`config.mk`:
```
export PLATFORM = sky130hd
export DESIGN_NAME = ip_codma_read_machine
export DESIGN_NICKNAME = d
export VERILOG_FILES = /design/src/rtl/ip_codma_read_machine.sv
export SDC_FILE = /design/constraint.sdc
export NUM_CORES = 1
export LEC_CHECK = 0
export CAP_MARGIN = 20
export CORE_UTILIZATION = 25
export DETAILED_ROUTE_END_ITERATION = 7
export PLACE_DENSITY_LB_ADDON = 0.2
export SYNTH_ARGS = -nofsm -noshare
export SYNTH_HDL_FRONTEND = slang
export SYNTH_SLANG_ARGS = --single-unit
```
`constraint.sdc`:
```
create_clock -name clk_i -period 4.5 [get_ports clk_i]
set_input_delay 0.9 -clock clk_i [delete_from_list [all_inputs] [get_ports clk_i]]
set_output_delay 0.9 -clock clk_i [all_outputs]
set_load 0.05 [all_outputs]
```
`src/rtl/ip_codma_read_machine.sv`:
```
// CODMA read engine: fetches one 1/2/4-beat 64-bit burst into an
// 8-word buffer, with alignment checks, abort and a progress watchdog.
package ip_codma_states_pkg;
    typedef enum logic [1:0] {
        RD_IDLE    = 2'd0,
        RD_ASK     = 2'd1,
        RD_GRANTED = 2'd2,
        RD_ERROR   = 2'd3
    } read_state_t;
endpackage

module ip_codma_read_machine
    import ip_codma_states_pkg::*;
#(
    parameter int unsigned TIMEOUT_CYCLES = 255
) (
    input  logic             clk_i,
    input  logic             reset_n_i,
    input  logic             stop_i,
    input  logic             need_read_i,
    input  logic [31:0]      reg_addr,
    input  logic [7:0]       reg_size,
    output logic             need_read_o,
    output logic [7:0][31:0] data_reg,
    output read_state_t      rd_state_r,
    output read_state_t      rd_state_next_s,
    output logic             rd_state_error,
    output logic             bus_req_o,
    output logic [31:0]      bus_addr_o,
    output logic [7:0]       bus_size_o,
    input  logic             bus_gnt_i,
    input  logic             bus_rvalid_i,
    input  logic [63:0]      bus_rdata_i,
    input  logic             bus_error_i
);

    localparam logic [7:0] WDOG_LIMIT = 8'(TIMEOUT_CYCLES);

    read_state_t      state_q, state_d;
    logic [31:0]      addr_q, addr_d;
    logic [7:0]       size_q, size_d;
    logic [2:0]       beats_q, beats_d;
    logic [1:0]       idx_q, idx_d;
    logic [7:0][31:0] data_q, data_d;
    logic [7:0]       wdog_q, wdog_d;
    logic             hold_q, hold_d;

    logic [2:0]       req_beats;
    logic             req_ok;
    logic [7:0]       wdog_inc;
    logic             last_beat;
    logic [2:0]       widx;

    always_comb begin
        req_beats = 3'd0;
        case (reg_size)
            8'd3:    req_beats = 3'd1;
            8'd8:    req_beats = 3'd2;
            8'd9:    req_beats = 3'd4;
            default: req_beats = 3'd0;
        endcase
    end

    assign req_ok    = (req_beats != 3'd0) && (reg_addr[2:0] == 3'b000);
    assign wdog_inc  = wdog_q + 8'd1;
    assign last_beat = (({1'b0, idx_q} + 3'd1) == beats_q);
    assign widx      = {idx_q, 1'b0};

    always_comb begin
        state_d     = state_q;
        addr_d      = addr_q;
        size_d      = size_q;
        beats_d     = beats_q;
        idx_d       = idx_q;
        data_d      = data_q;
        wdog_d      = wdog_q;
        hold_d      = 1'b0;
        need_read_o = need_read_i;

        unique case (state_q)
            RD_IDLE: begin
                // hold_q blocks a restart in the first cycle back in idle
                if (need_read_i && !hold_q) begin
                    if (req_ok) begin
                        state_d = RD_ASK;
                        addr_d  = reg_addr;
                        size_d  = reg_size;
                        beats_d = req_beats;
                        idx_d   = 2'd0;
                        data_d  = '0;
                    end else begin
                        state_d = RD_ERROR;
                    end
                end
            end
            RD_ASK: begin
                if (bus_error_i) begin
                    state_d = RD_ERROR;
                end else if (bus_gnt_i) begin
                    state_d = RD_GRANTED;
                    wdog_d  = 8'd0;
                end else if (wdog_inc == WDOG_LIMIT) begin
                    state_d = RD_ERROR;
                end else begin
                    wdog_d = wdog_inc;
                end
            end
            RD_GRANTED: begin
                if (bus_error_i) begin
                    state_d = RD_ERROR;
                end else if (bus_rvalid_i) begin
                    data_d[widx]        = bus_rdata_i[31:0];
                    data_d[widx + 3'd1] = bus_rdata_i[63:32];
                    idx_d               = idx_q + 2'd1;
                    wdog_d              = 8'd0;
                    if (last_beat) begin
                        state_d     = RD_IDLE;
                        need_read_o = 1'b0;
                    end
                end else if (wdog_inc == WDOG_LIMIT) begin
                    state_d = RD_ERROR;
                end else begin
                    wdog_d = wdog_inc;
                end
            end
            RD_ERROR: begin
                need_read_o = 1'b0;
                state_d     = RD_IDLE;
            end
        endcase

        // Abort wins over everything, including a same-cycle beat or error
        if (stop_i) begin
            state_d     = RD_IDLE;
            addr_d      = addr_q;
            size_d      = size_q;
            beats_d     = beats_q;
            idx_d       = idx_q;
            data_d      = data_q;
            need_read_o = (state_q == RD_ERROR) ? 1'b0 : need_read_i;
        end

        if (state_d != state_q) begin
            wdog_d = 8'd0;
        end
        hold_d = (state_q != RD_IDLE) && (state_d == RD_IDLE);
    end

    always_ff @(posedge clk_i or negedge reset_n_i) begin
        if (!reset_n_i) begin
            state_q <= RD_IDLE;
            addr_q  <= '0;
            size_q  <= '0;
            beats_q <= '0;
            idx_q   <= '0;
            data_q  <= '0;
            wdog_q  <= '0;
            hold_q  <= 1'b0;
        end else begin
            state_q <= state_d;
            addr_q  <= addr_d;
            size_q  <= size_d;
            beats_q <= beats_d;
            idx_q   <= idx_d;
            data_q  <= data_d;
            wdog_q  <= wdog_d;
            hold_q  <= hold_d;
        end
    end

    assign rd_state_r      = state_q;
    assign rd_state_next_s = state_d;
    assign rd_state_error  = (state_q == RD_ERROR);
    assign bus_req_o       = (state_q == RD_ASK);
    assign bus_addr_o      = addr_q;
    assign bus_size_o      = size_q;
    assign data_reg        = data_q;

endmodule

```
=== Word-level counts from Yosys, hierarchy flattened ===
Cells that the tools add are included.

* Add/subtract/negate cells: 4
* $lt $le $gt $ge: 4
* Equal/unequal tests: 15
* Muxes and demuxes: 40
* Bitwise operators: 1
* Reduce and logical (&&, ||, !) cells: 16

{| class="wikitable"
|+ Operators with widths
! kind !! number
|-
| 256-bit 2-to-1 mux || 4
|-
| 256-bit bitwise mux || 2
|-
| 256-bit case mux with 2 select lines || 1
|-
| 32-bit demux with 3-bit select || 1
|-
| 32-bit demux with 2-bit select || 1
|-
| 32-bit 2-to-1 mux || 2
|-
| 8-bit 2-to-1 mux || 6
|-
| 2-bit 2-to-1 mux || 13
|-
| 8-bit by 4-bit == test with 1-bit output, second input constant || 2
|-
| 8-bit case mux with 2 select lines || 1
|-
| 3-bit case mux with 3 select lines || 1
|-
| 8-bit by 1-bit adder with 8-bit output, second input constant || 1
|-
| 8-bit by 2-bit == test with 1-bit output, second input constant || 1
|-
| 8-bit == test, second input constant || 1
|-
| 3-bit by 4-bit < comparator with 1-bit output, second input constant || 2
|-
| 2-bit != test, second input constant || 4
|-
| 2-bit case mux with 4 select lines || 1
|-
| 3-bit by 1-bit greater-or-equal comparator with 1-bit output, second input constant || 2
|-
| 6-bit AND reduction || 1
|-
| 3-bit nonzero test || 2
|-
| 1-bit logical AND || 5
|-
| 1-bit 2-to-1 mux || 5
|-
| 2-bit == test, second input constant || 2
|-
| 2-bit zero test || 2
|-
| 16 further kinds || 17
|}

* Register bits after elaboration: 312
* Input port bits: 111
* Output and inout port bits: 303
* Logic and storage cells: 95

=== Logic depth before layout (Yosys ltp) ===
* Word-level depth: 11
* Mapped depth: 9
* Mapped depth without buffers: 8

=== Worst setup path after synthesis ===
Ideal clock, no wire load.

* Kind: reg2out
* From: register state_q[1], in the netlist rd_state_r[1]
* To: output rd_state_next_s[0]
* Arrival time: 2.657 ns
* Required time: 3.600 ns
* Slack: 0.943 ns
* Stages on the path, launching flop included: 5
* Path buffers: 0
* Cell sequence: dfrtp_1 > nand2b_1 > inv_1 > a22oi_1 > o31ai_1

* Word-level cells in the longest chain between the ends: 3
* Elaborated cells on any way between the ends: 6
* Classes of those cells: 3 x eq/ne; 2 x mux; 1 x reduce/logical

{| class="wikitable"
|+ Ends and longest elaborated chain
! item !! RTL line !! source
|-
| from (decl) || 39 || <nowiki>read_state_t state_q, state_d;</nowiki>
|-
| from (signal assigned) || 160 || <nowiki>state_q <= state_d;</nowiki>
|-
| 2-bit by 1-bit == test with 1-bit output || n/a ||
|-
| named net bus_req_o || 28 || <nowiki>output logic bus_req_o,</nowiki>
|-
| 2-bit case mux with 4 select lines || 80 || <nowiki>unique case (state_q)</nowiki>
|-
| 2-bit 2-to-1 mux || 133 || <nowiki>if (stop_i) begin</nowiki>
|-
| to (decl) || 26 || <nowiki>output read_state_t rd_state_next_s,</nowiki>
|}

The timed path passes the listed nets, and every way through them passes these cells.

=== Worst setup path in the final report ===
* From: input reg_size[3]
* To: output rd_state_next_s[1]

* Word-level cells in the longest chain between the ends: 8
* Elaborated cells on any way between the ends: 10
* Classes of those cells: 3 x eq/ne; 5 x mux; 2 x reduce/logical

{| class="wikitable"
|+ Ends and longest elaborated chain
! item !! RTL line !! source
|-
| from (decl) || 22 || <nowiki>input logic [7:0] reg_size,</nowiki>
|-
| 8-bit by 4-bit == test with 1-bit output / 8-bit by 2-bit == test with 1-bit output (equally long branches) || 56 || <nowiki>case (reg_size)</nowiki>
|-
| 3-bit case mux with 3 select lines * || 56 ||
|-
| 3-bit nonzero test * || 64 || <nowiki>assign req_ok = (req_beats != 3'd0) && (reg_addr[2:0] == 3'b000);</nowiki>
|-
| 1-bit logical AND * || 64 ||
|-
| 2-bit 2-to-1 mux * || 84 || <nowiki>if (req_ok) begin</nowiki>
|-
| 2-bit 2-to-1 mux * || 83 || <nowiki>if (need_read_i && !hold_q) begin</nowiki>
|-
| 2-bit case mux with 4 select lines * || 80 ||
|-
| 2-bit 2-to-1 mux * || 133 ||
|}

Every way passes the cells marked *; elsewhere a longest branch is shown, timed or not.

==> out/metrics.csv <==
metric;value;unit
status;complete, no violations;
final worst-path cycle share;95.0;%
Final TNS setup;0;ns
CP endpoint kind;output pin;
fmax;234;MHz
number of distinct library cells after synthesis;51;
num ports;414;
initial antenna violation count;0;
Residual DRC;0;
clock sinks;312;
mean post-synth cell area;14.4;um^2
synthesized cell area;11600;um^2
HPWL after DPL;25600;um
Routed Antenna Nets;0;
Rel. slew slack;40.9;%
TritonCTS buffer count;37;
Initial DRC Count;420;
CTS hold repair buffers;0;
Clock Root Buffer;clkbuf_16;
Synth area leader;dfrtp_1;
clk_lat worst skew;0.54;ns
die height;218;um
TritonRoute pass-1 iters;5;
sequential area share after synthesis;67.1;%
synth warn;0;
Seq cells post-synth;312;
skew final;0.0164;ns
Final nets;1336;
Post-synth EDFFs;0;
highest ir drop seen on vdd;0.338;mV
routed via count;8876;
CTS tree;yes;
critical path required time;3.60;ns
first-pass GRT wire length;60100;um
reg-to-reg setup timing slack;1.68;ns
Largest register FFs;256;
minimum clock period;4.27;ns
Initial Utilization;25.5;%
Max clock buf depth;3;
RR Endpoint;data_reg[150];
Pleak;7.95;nW
Syn Inst Count;810;
final max-slew violation count;0;
Post-synth ARST share;100;%
largest net degree at the start of global routing;108;
Area Overhead vs Synth;52.2;%
layout cells sized above 1;10.1;%
RR Startpoint;rd_state_r[0];
vias in the first global route;9419;
core area;45700;um^2
final setup margin;0.226;ns
H-tree depth;2;
GRT Resource Usage Total;16.6;%
wirelength, routed;40000;um
Worst-Margin Slew;0.880;ns
top cells by area, synth;dfrtp_1 67%, a22o_1 19%, mux2_2 3.1%;
DIE AREA;47400;um^2
dpl ws;0.250;ns
Net Count, Synth;927;
GRT overflow;0;
Diodes inserted;0;
CP Data Arrival Time;3.37;ns
CP Class;in -> out;
top_reg_cell synth;dfrtp_1;
drt wl/cell;21.7;um
vias per cell;4.81;
port bufs;413;
final hold violations;0;
R2R cell count;7;
power per cell area;676;nW/um^2
Yosys top cell area share;67.1;%
# rows;78;
Max Cap Violations;0;
unrepaired setup endpoints after global routing;false;
Final Wtd Congestion;0.787;
crit path launch type;primary input;
crit-path max FO;3;
Hold Path Class;in -> async;
Worst-path clk slew;0.06;ns
final setup vio count;0;
DIE WIDTH;218;um
[per-stage QoR]
stage | util, % | total power, mW | instances | hold slack [ns] | cell area [um^2]
floorplan | - | 7.14 | 810 | 0.463 | 11600
global placement | 36.2 | 9.13 | 1780 | 0.469 | 16500
detailed placement | 36.2 | 9.13 | 1780 | 0.473 | 16500
CTS | 38.8 | 12.1 | 1844 | 0.438 | 17700
global route | 38.8 | 12.5 | 1844 | 0.474 | 17700
finish | 38.8 | 12.0 | 1844 | 0.431 | 17700
[cells in the mapped netlist, types with 2 or more instances]
library cell,n
nand2_1,15
nand2b_1,8
mux2_2,32
nor3b_1,3
nor3_1,11
and2_1,14
dfrtp_1,312
o21ai_0,14
xnor2_1,2
a22o_1,256
buf_1,14
buf_4,2
a211oi_1,2
nand3_1,5
a211oi_2,3
nor2_1,11
nor2b_1,3
xor2_1,2
clkbuf_1,36
ha_1,6
or4b_1,3
o41ai_1,2
buf_2,11
a21oi_1,6
inv_1,7
o21ai_1,5
[cell usage in the layout (no fill, tap or decap), drive strengths merged, types with 2 or more instances in the layout]
master,netlist,routed
inv,7,8
a211oi,5,5
dfrtp,312,312
xnor2,2,2
ha,6,6
or2,2,2
nand3,5,5
mux2,33,33
or4b,3,3
nor2b,3,3
clkdlybuf4s50,0,411
a22o,256,256
o21ai,19,19
nor2,12,12
nand2,15,15
buf,28,22
nor3b,3,3
and2,14,14
clkbuf,36,58
nor3,11,11
o41ai,2,2
nand2b,9,9
clkinv,0,5
xor2,2,2
a21oi,6,6
or4,2,2
[where the power goes]
group | switching (mW) | internal [mW] | total, mW
combinational | 3.37 | 1.78 | 5.14
sequential | 0.431 | 3.49 | 3.92
clock | 1.17 | 1.73 | 2.91
[layer usage]
metal	track usage [%]	up-vias	part of all wire, %
li1	-	3891	-
met1	21.6	4545	42
met2	25.6	387	46
met3	5.63	53	9.1
met4	5.92	0	2.3
met5	0	-	0
[how the worst max path moves through the flow]
stage / start / to / cells after the start
after CTS: wdog_q[1] / rd_state_next_s[0] / 8
after global placement: reg_size[3] / rd_state_next_s[1] / 7
after global routing: wdog_q[0] / rd_state_next_s[1] / 8
final: reg_size[3] / rd_state_next_s[1] / 7
after floorplan: rd_state_r[1] / rd_state_next_s[0] / 4
after detailed placement: reg_size[3] / rd_state_next_s[1] / 7
[repair_timing]
action,4_1_cts,5_1_grt
setup endpoints to repair,0,1
gates resized for setup,0,1
buffers inserted,0,0
[kinds of logic (layout without fill, tap and decap cells)]
| kind of cell | count (synthesis) | after routing | synth area share [%] |
|---|---|---|---|
| AO/OA/AOI/OAI | 299 | 299 | 21.9 |
| AND/OR/NAND/NOR | 84 | 84 | 4.26 |
| flip-flops | 312 | 312 | 67.1 |
| multiplexers | 34 | 34 | 3.31 |
| buffers and inverters | 71 | 505 | 2.54 |
| adder cells (fa/ha/maj) | 6 | 6 | 0.645 |
| XOR/XNOR | 4 | 4 | 0.301 |
[critical path, stage by stage]
cell and delay (ns):
clkdlybuf4s50_1 0.49, nand3b_1 0.24, a2111oi_4 0.46, a211oi_2 0.15, a211oi_1 0.26, a21oi_1 0.14, clkdlybuf4s50_1 0.73
[area by class of cell]
type | instances | area [um^2]
clock inverters | 6 | 41.3
flip-flops and latches | 312 | 7810
well taps | 600 | 751
multi-input cells | 427 | 3590
clock buffers | 58 | 1140
repair buffers | 434 | 4360
fillers | 4434 | 28000
inverters | 7 | 26.3
(Power assumes the default switching activity.)
